===== src/rtl/huffman_encoder.sv =====
// rtl/huffman_encoder.sv - packs 4-bit symbols into 6-bit MSB-first Huffman code words
// Codes are appended bit-continuously; flush pads the partial word with zeros at the LSB end.
module huffman_encoder #(
  parameter int OUT_W = 6,
  parameter int ACC_W = 12
) (
  input  logic             clk,
  input  logic             rst,
  input  logic [3:0]       symbol,
  input  logic             symValid,
  output logic             symReady,
  input  logic             flush,
  output logic [OUT_W-1:0] encodedData,
  output logic             outValid,
  input  logic             outReady,
  output logic             lastWord,
  output logic [2:0]       padBits,
  output logic             codeError,
  output logic             flushDone
);

  typedef enum logic [1:0] {RUN, EMIT, PAD, DONE} state_t;

  localparam logic [3:0] WORD_BITS = 4'(OUT_W);

  state_t           state_q, state_d;
  logic [ACC_W-1:0] acc_q, acc_d;
  logic [3:0]       count_q, count_d;
  logic             flush_pend_q, flush_pend_d;
  logic             code_error_q, code_error_d;

  logic [OUT_W-1:0] code_bits;
  logic [2:0]       code_len;
  logic             code_ok;
  logic [3:0]       pad_full;

  // Codes are stored left-aligned so insertion is a single right shift by count.
  always_comb begin
    code_bits = '0;
    code_len  = 3'd0;
    code_ok   = 1'b1;
    case (symbol)
      4'd0:    begin code_bits = 6'b100000; code_len = 3'd1; end
      4'd1:    begin code_bits = 6'b010000; code_len = 3'd4; end
      4'd2:    begin code_bits = 6'b010100; code_len = 3'd4; end
      4'd5:    begin code_bits = 6'b001000; code_len = 3'd4; end
      4'd6:    begin code_bits = 6'b001100; code_len = 3'd4; end
      4'd9:    begin code_bits = 6'b011100; code_len = 3'd4; end
      4'd10:   begin code_bits = 6'b000000; code_len = 3'd4; end
      4'd7:    begin code_bits = 6'b011010; code_len = 3'd5; end
      4'd3:    begin code_bits = 6'b011000; code_len = 3'd6; end
      4'd4:    begin code_bits = 6'b011001; code_len = 3'd6; end
      4'd8:    begin code_bits = 6'b000110; code_len = 3'd6; end
      4'd12:   begin code_bits = 6'b000111; code_len = 3'd6; end
      4'd14:   begin code_bits = 6'b000100; code_len = 3'd6; end
      4'd15:   begin code_bits = 6'b000101; code_len = 3'd6; end
      default: code_ok = 1'b0;
    endcase
  end

  always_comb begin
    state_d      = state_q;
    acc_d        = acc_q;
    count_d      = count_q;
    flush_pend_d = flush_pend_q;
    code_error_d = 1'b0;
    case (state_q)
      RUN: begin
        if (flush_pend_q) begin
          state_d = (count_q != 4'd0) ? PAD : DONE;
        end else begin
          if (symValid && symReady) begin
            if (code_ok) begin
              acc_d   = acc_q | ({code_bits, {(ACC_W-OUT_W){1'b0}}} >> count_q);
              count_d = count_q + {1'b0, code_len};
              if (count_d >= WORD_BITS) state_d = EMIT;
            end else begin
              code_error_d = 1'b1;
            end
          end
          if (flush) flush_pend_d = 1'b1;
        end
      end
      EMIT: begin
        if (flush) flush_pend_d = 1'b1;
        if (outReady) begin
          acc_d   = acc_q << OUT_W;
          count_d = count_q - WORD_BITS;
          // An empty remainder after the drain needs no padded word.
          if (count_d >= WORD_BITS)  state_d = EMIT;
          else if (flush_pend_d)     state_d = (count_d != 4'd0) ? PAD : DONE;
          else                       state_d = RUN;
        end
      end
      PAD: begin
        if (outReady) begin
          acc_d   = '0;
          count_d = 4'd0;
          state_d = DONE;
        end
      end
      DONE: begin
        flush_pend_d = 1'b0;
        state_d      = RUN;
      end
      default: state_d = RUN;
    endcase
  end

  always_ff @(posedge clk) begin
    if (rst) begin
      state_q      <= RUN;
      acc_q        <= '0;
      count_q      <= 4'd0;
      flush_pend_q <= 1'b0;
      code_error_q <= 1'b0;
    end else begin
      state_q      <= state_d;
      acc_q        <= acc_d;
      count_q      <= count_d;
      flush_pend_q <= flush_pend_d;
      code_error_q <= code_error_d;
    end
  end

  always_comb begin
    pad_full    = WORD_BITS - count_q;
    outValid    = (state_q == EMIT) || (state_q == PAD);
    symReady    = (state_q == RUN) && (count_q < WORD_BITS) && !flush_pend_q;
    encodedData = outValid ? acc_q[ACC_W-1 -: OUT_W] : '0;
    lastWord    = (state_q == PAD);
    padBits     = (state_q == PAD) ? pad_full[2:0] : 3'd0;
    codeError   = code_error_q;
    flushDone   = (state_q == DONE);
  end

endmodule

===== config.mk =====
export PLATFORM = sky130hd
export DESIGN_NAME = huffman_encoder
export DESIGN_NICKNAME = d
export VERILOG_FILES = /design/src/rtl/huffman_encoder.sv
export SDC_FILE = /design/constraint.sdc
export NUM_CORES = 1
export LEC_CHECK = 0
export BUFFER_PORTS_ARGS = -buffer_cell sky130_fd_sc_hd__buf_2
export CORE_ASPECT_RATIO = 1.75
export CORE_MARGIN = 2
export CORE_UTILIZATION = 32
export CTS_BUF_LIST = sky130_fd_sc_hd__clkbuf_16
export CTS_CLUSTER_SIZE = 20
export DETAILED_ROUTE_END_ITERATION = 12
export HOLD_SLACK_MARGIN = 0.06
export PLACE_DENSITY_LB_ADDON = 0.05
export SYNTH_ARGS = -nofsm -noshare
export SYNTH_HDL_FRONTEND = slang
export SYNTH_SLANG_ARGS = --single-unit

===== constraint.sdc =====
create_clock -name clk -period 3.3 [get_ports clk]
set_input_delay 0.165 -clock clk [delete_from_list [all_inputs] [get_ports clk]]
set_output_delay 0.165 -clock clk [all_outputs]
set_load 0.01 [all_outputs]

Word level (Yosys, flattened, before mapping)
Cells that the tools add are included.
Storage, ports and cells
  bits of input ports: 9
  logic and storage cells: 90
  output and inout port bits: 14
  flip-flop bits (word level): 20
Operators by class
  equality and inequality tests: 24
  muxes and demuxes: 34
  order comparisons: 3
  reductions and logical operators: 17
  shifts and indexed selects: 1
  bitwise gates (word level): 3
  add/subtract/negate cells: 3
Operators by type and width (count)
  6-bit one-hot mux with 13 select lines: 1
  12-bit 2-to-1 mux: 5
  12-bit one-hot mux with 3 select lines: 1
  4-bit equality test, second input constant: 6
  4-bit 2-to-1 mux: 5
  4-bit by 3-bit equality test with 1-bit output, second input constant: 4
  2-bit 2-to-1 mux: 8
  14-bit OR reduction: 1
  12-bit bitwise OR: 1
  3-bit one-hot mux with 4 select lines: 1
  4-bit one-hot mux with 3 select lines: 1
  6-bit OR reduction: 2
  12-bit by 4-bit >> shifter with 12-bit output: 1
  2-bit inequality test, second input constant: 5
  3-bit inequality test, second input constant: 3
  4-bit by 2-bit equality test with 1-bit output, second input constant: 2
  4-bit by 3-bit >= comparator with 1-bit output, second input constant: 2
  1-bit 2-to-1 mux: 8
  2-bit one-hot mux with 4 select lines: 1
  4-bit nonzero test: 2
  6-bit 2-to-1 mux: 1
  6-bit AND reduction: 1
  3-bit nonzero test: 2
  5-bit AND reduction: 1
  16 further kinds: 20

Logic depth before layout (Yosys ltp)
  depth after elaboration: 10
  depth in mapped cells: 13
  mapped depth without buffers: 11

Least setup slack after synthesis
No wires, ideal clock.
  kind: input-to-reg
  start: in symbol[1]
  end: reg state_q[0]
  setup time: 0.070 ns
  stages on the path: 12
  arrival time: 2.489 ns
  path buffers: 2
  path slack: 0.741 ns
  required time: 3.230 ns
  path through: buf_2 > buf_1 > or3_1 > a21oi_1 > ha_1 > inv_1 > fa_1 > xor2_1 > o32ai_1 > o211ai_1 > a221o_1 > a21oi_1
Between the ends
  word-level cells in the longest chain between the ends: 7
  elaborated cells on any way between the ends: 24
  those cells by class: 1 x add/sub; 1 x order compare; 15 x eq/ne; 2 x mux; 5 x reduce/logical
Ends and longest elaborated chain
  start, declared: RTL line 9  | input logic [3:0] symbol,
  4-bit equality test (tied with other cells): RTL line 42  | case (symbol)
  6-bit OR reduction (no source line)
  3-bit one-hot mux with 4 select lines: RTL line 42
  4-bit by 3-bit adder with 4-bit output: RTL line 75  | count_d = count_q + {1'b0, code_len};
  4-bit by 3-bit >= comparator with 1-bit output: RTL line 76  | if (count_d >= WORD_BITS) state_d = EMIT;
  3-bit inequality test (no source line)
  5-bit AND reduction (no source line) (*)
  end signal, assigned: RTL line 118  | state_q <= state_d;
  end, declared: RTL line 26  | state_t state_q, state_d;
Mark *: on every way between the ends. The rest lies on a longest branch, timed or not.
A chain may end at the register's enable or synchronous reset.

Final worst setup path
  start: in symbol[3]
  end: reg state_q[0]
Same word-level chain as after synthesis.

==> flow_metrics.env <==
export IMPL_outcome="finished, final reports clean"
export IMPL_avgSynthCellArea_sq_um=7.649
export IMPL_holdBufCountCts=0
export IMPL_syn2layout_area_growth_pct=9.972
export IMPL_grt_first_pass_wirelength_mm=11.34
export IMPL_grt_overflow=0
export IMPL_gr_usage_all_layers_pct=19.58
export IMPL_core_area_sq_mm=0.006807
export IMPL_drt_wl_total_mm=7.063
export IMPL_place_area_sq_mm=0.002351
export IMPL_tightest_slew_ns=0.7688
export IMPL_die_w_um=67.15
export IMPL_required_ns=3.50
export IMPL_layout_min_cycle_time_ns=2.409
export IMPL_fin_total_pwr_mw=2.073
export IMPL_max_freq_ghz=0.4151
export IMPL_synth_top_cells_by_area="dfxtp_1, ha_1, a21oi_1, and2_1, nor2_1"
export IMPL_arrival_ns=2.60
export IMPL_vias=2217
export IMPL_die_h_um=114.5
export IMPL_synthCells=292
export IMPL_io_buffers=22
export IMPL_rsz0062_at_grt="false"
export IMPL_ctsResizeCount=0
export IMPL_synth_edf_count=0
export IMPL_setup_viol=0
export IMPL_finalNetCount=322
export IMPL_htree_levels=1
export IMPL_final_common_cell="a21oi_1"
export IMPL_power_density_mw_per_mm2=844.1
export IMPL_ir_worst_vdd_mv=0.2341
export IMPL_antenna_found_initial=0
export IMPL_clock_skew_ns=0.001798
export IMPL_hp_class="in2reg"
export IMPL_finalCritPeriodShare_pct=73.00
export IMPL_endpoint_kind="flip-flop"
export IMPL_initial_core_util_pct=32.81
export IMPL_setup_tns_ns=0
export IMPL_final_hold_violation_count=0
export IMPL_cts_buffers=3
export IMPL_critPathLaunchType="input port"
export IMPL_clk_latency_ns=0.26
export IMPL_dieArea_sq_mm=0.007690
export IMPL_syn_area_sq_mm=0.002233
export IMPL_dp_hpwl_mm=5.373
export IMPL_cts_sinks=20
export IMPL_post_route_util_pct=36.08
export IMPL_maxCapViolCount=0
export IMPL_drt_antenna_violating_nets=0
export IMPL_place_congestion=0.8096
export IMPL_ys_seq_area_share_pct=17.93
export IMPL_clkTransAtPathRegs_ns=0.06
export IMPL_slew_headroom_pct=48.58
export IMPL_drtIter0Drc=121
export IMPL_ys_flop_type="dfxtp_1"
export IMPL_synth_async_reset_ratio_pct=0
export IMPL_rows=40
export IMPL_post_cts_buffers=0
export IMPL_ys_warn_count=0
export IMPL_cts_tree="done"
export IMPL_dr_pass1_iters=4
export IMPL_drv_slew=0
export IMPL_setup_worst_path_class="in2reg"
export IMPL_grt_start_max_net_pins=34
export IMPL_cts_buffer_depth=2
export IMPL_yosysUniqueCellTypes=70
export IMPL_ios=23
export IMPL_final_cell_area_sq_mm=0.002456
export IMPL_synth_fp_nets=314
export IMPL_post_drt_wl_per_cell_um=18.44
export IMPL_grt_pass1_vias=2084
export IMPL_yosysTopAreaCell="dfxtp_1"
export IMPL_diodes=0
export IMPL_viasPerCell=5.789
export IMPL_cp_max_fo=33
export IMPL_ys_ff_latch=20
export IMPL_clockRootBuffer="clkbuf_16"
export IMPL_drcViolationCount=0
export IMPL_drive_above_1_share_pct=16.72
export IMPL_p_leak_nw=0.9389
export IMPL_synth_top_area_share_pct=17.93
export IMPL_mostFrequentLayoutCells="a21oi_1, nor2_1, nand2_1, buf_2, dfxtp_1"
==> worst paths after layout <==
| check | start | endpoint | slack [ns] | cells after the start |
|---|---|---|---|---|
| worst max-delay path | symbol[3] | state_q[0] | 0.89 | 12 |
| worst min-delay path | flush | flush_pend_q | 0.23 | 3 |
| worst max register to register | state_q[0] | acc_q[0] | 1.03 | 6 |
| worst min register to register | acc_q[9] | acc_q[9] | 0.50 | 2 |
==> power by group <==
| group | leakage, nW | internal (mW) | total (mW) | switching [mW] |
|---|---|---|---|---|
| Clock | 0.0511 | 0.241 | 0.347 | 0.106 |
| Sequential | 0.163 | 0.318 | 0.397 | 0.0790 |
| Combinational | 0.724 | 0.514 | 1.33 | 0.816 |
| Total | 0.939 | 1.07 | 2.07 | 1.00 |
==> synth_stat cells, drive strengths merged (4+ instances only) <==
cell / instances
and2: 14
nor2b: 5
nor2: 23
nor4: 4
nand2: 22
mux2i: 5
a21oi: 24
buf: 18
ha: 12
clkbuf: 8
o22ai: 5
a211oi: 11
a31oi: 4
dfxtp: 20
nor3: 5
nand3: 6
o31ai: 7
inv: 15
o21ai: 11
or2: 4
nand2b: 7
==> worst max-delay path: stages <==
cell and delay, ns:
buf_2 0.44, nor2_1 0.12, nand2_1 0.09, nand2_1 0.05
a21oi_1 0.25, inv_1 0.08, ha_1 0.29, a21o_1 0.20
a211oi_1 0.25, o211ai_1 0.17, a221o_1 0.37, a21oi_1 0.13
==> cell type report <==
| type | instances | area, sq um |
|---|---|---|
| Clock inverter | 1 | 30.03 |
| Timing Repair Buffer | 29 | 162.7 |
| Tap cell | 84 | 105.1 |
| Multi-Input combinational cell | 231 | 1627 |
| Fill cell | 757 | 4350 |
| Clock buffer | 3 | 75.07 |
| Sequential cell | 20 | 400.4 |
| Inverter | 15 | 56.30 |
==> layer usage <==
metal  track usage [%]  up-vias  share of wire, %
li1                  -     1103                 -
met1             23.11     1062                42
met2             35.64       43                54
met3            0.9833        9               1.9
met4             7.891        0               2.2
met5                 0        -                 0
==> stage by stage <==
| stage | std cells | worst slack [ns] | hold WS (ns) |
|---|---|---|---|
| floorplan | 292 | 0.7410 | 0.3734 |
| global placement | 379 | 0.7262 | 0.4787 |
| detailed placement | 379 | 0.6367 | 0.4850 |
| CTS | 383 | 0.9066 | 0.2356 |
| global route | 383 | 0.7161 | 0.2507 |
| finish | 383 | 0.8910 | 0.2304 |
==> registers in the layout, indices dropped and copies added (netlist names) <==
register	flops
count_q	4
acc_q	12
flush_pend_q	1
codeError	1
state_q	2
==> logic make-up after synthesis <==
family	count (synthesis)	share of synthesized area, %
xor gates and xnor gates	5	2.297
and+or+nand+nor	107	26.27
buffers and inverters	41	9.243
DFF	20	17.93
muxes	6	3.249
adders and majority gates	13	7.619
AOI/OAI and AO/OA	100	33.39
(Power assumes the default switching activity.)
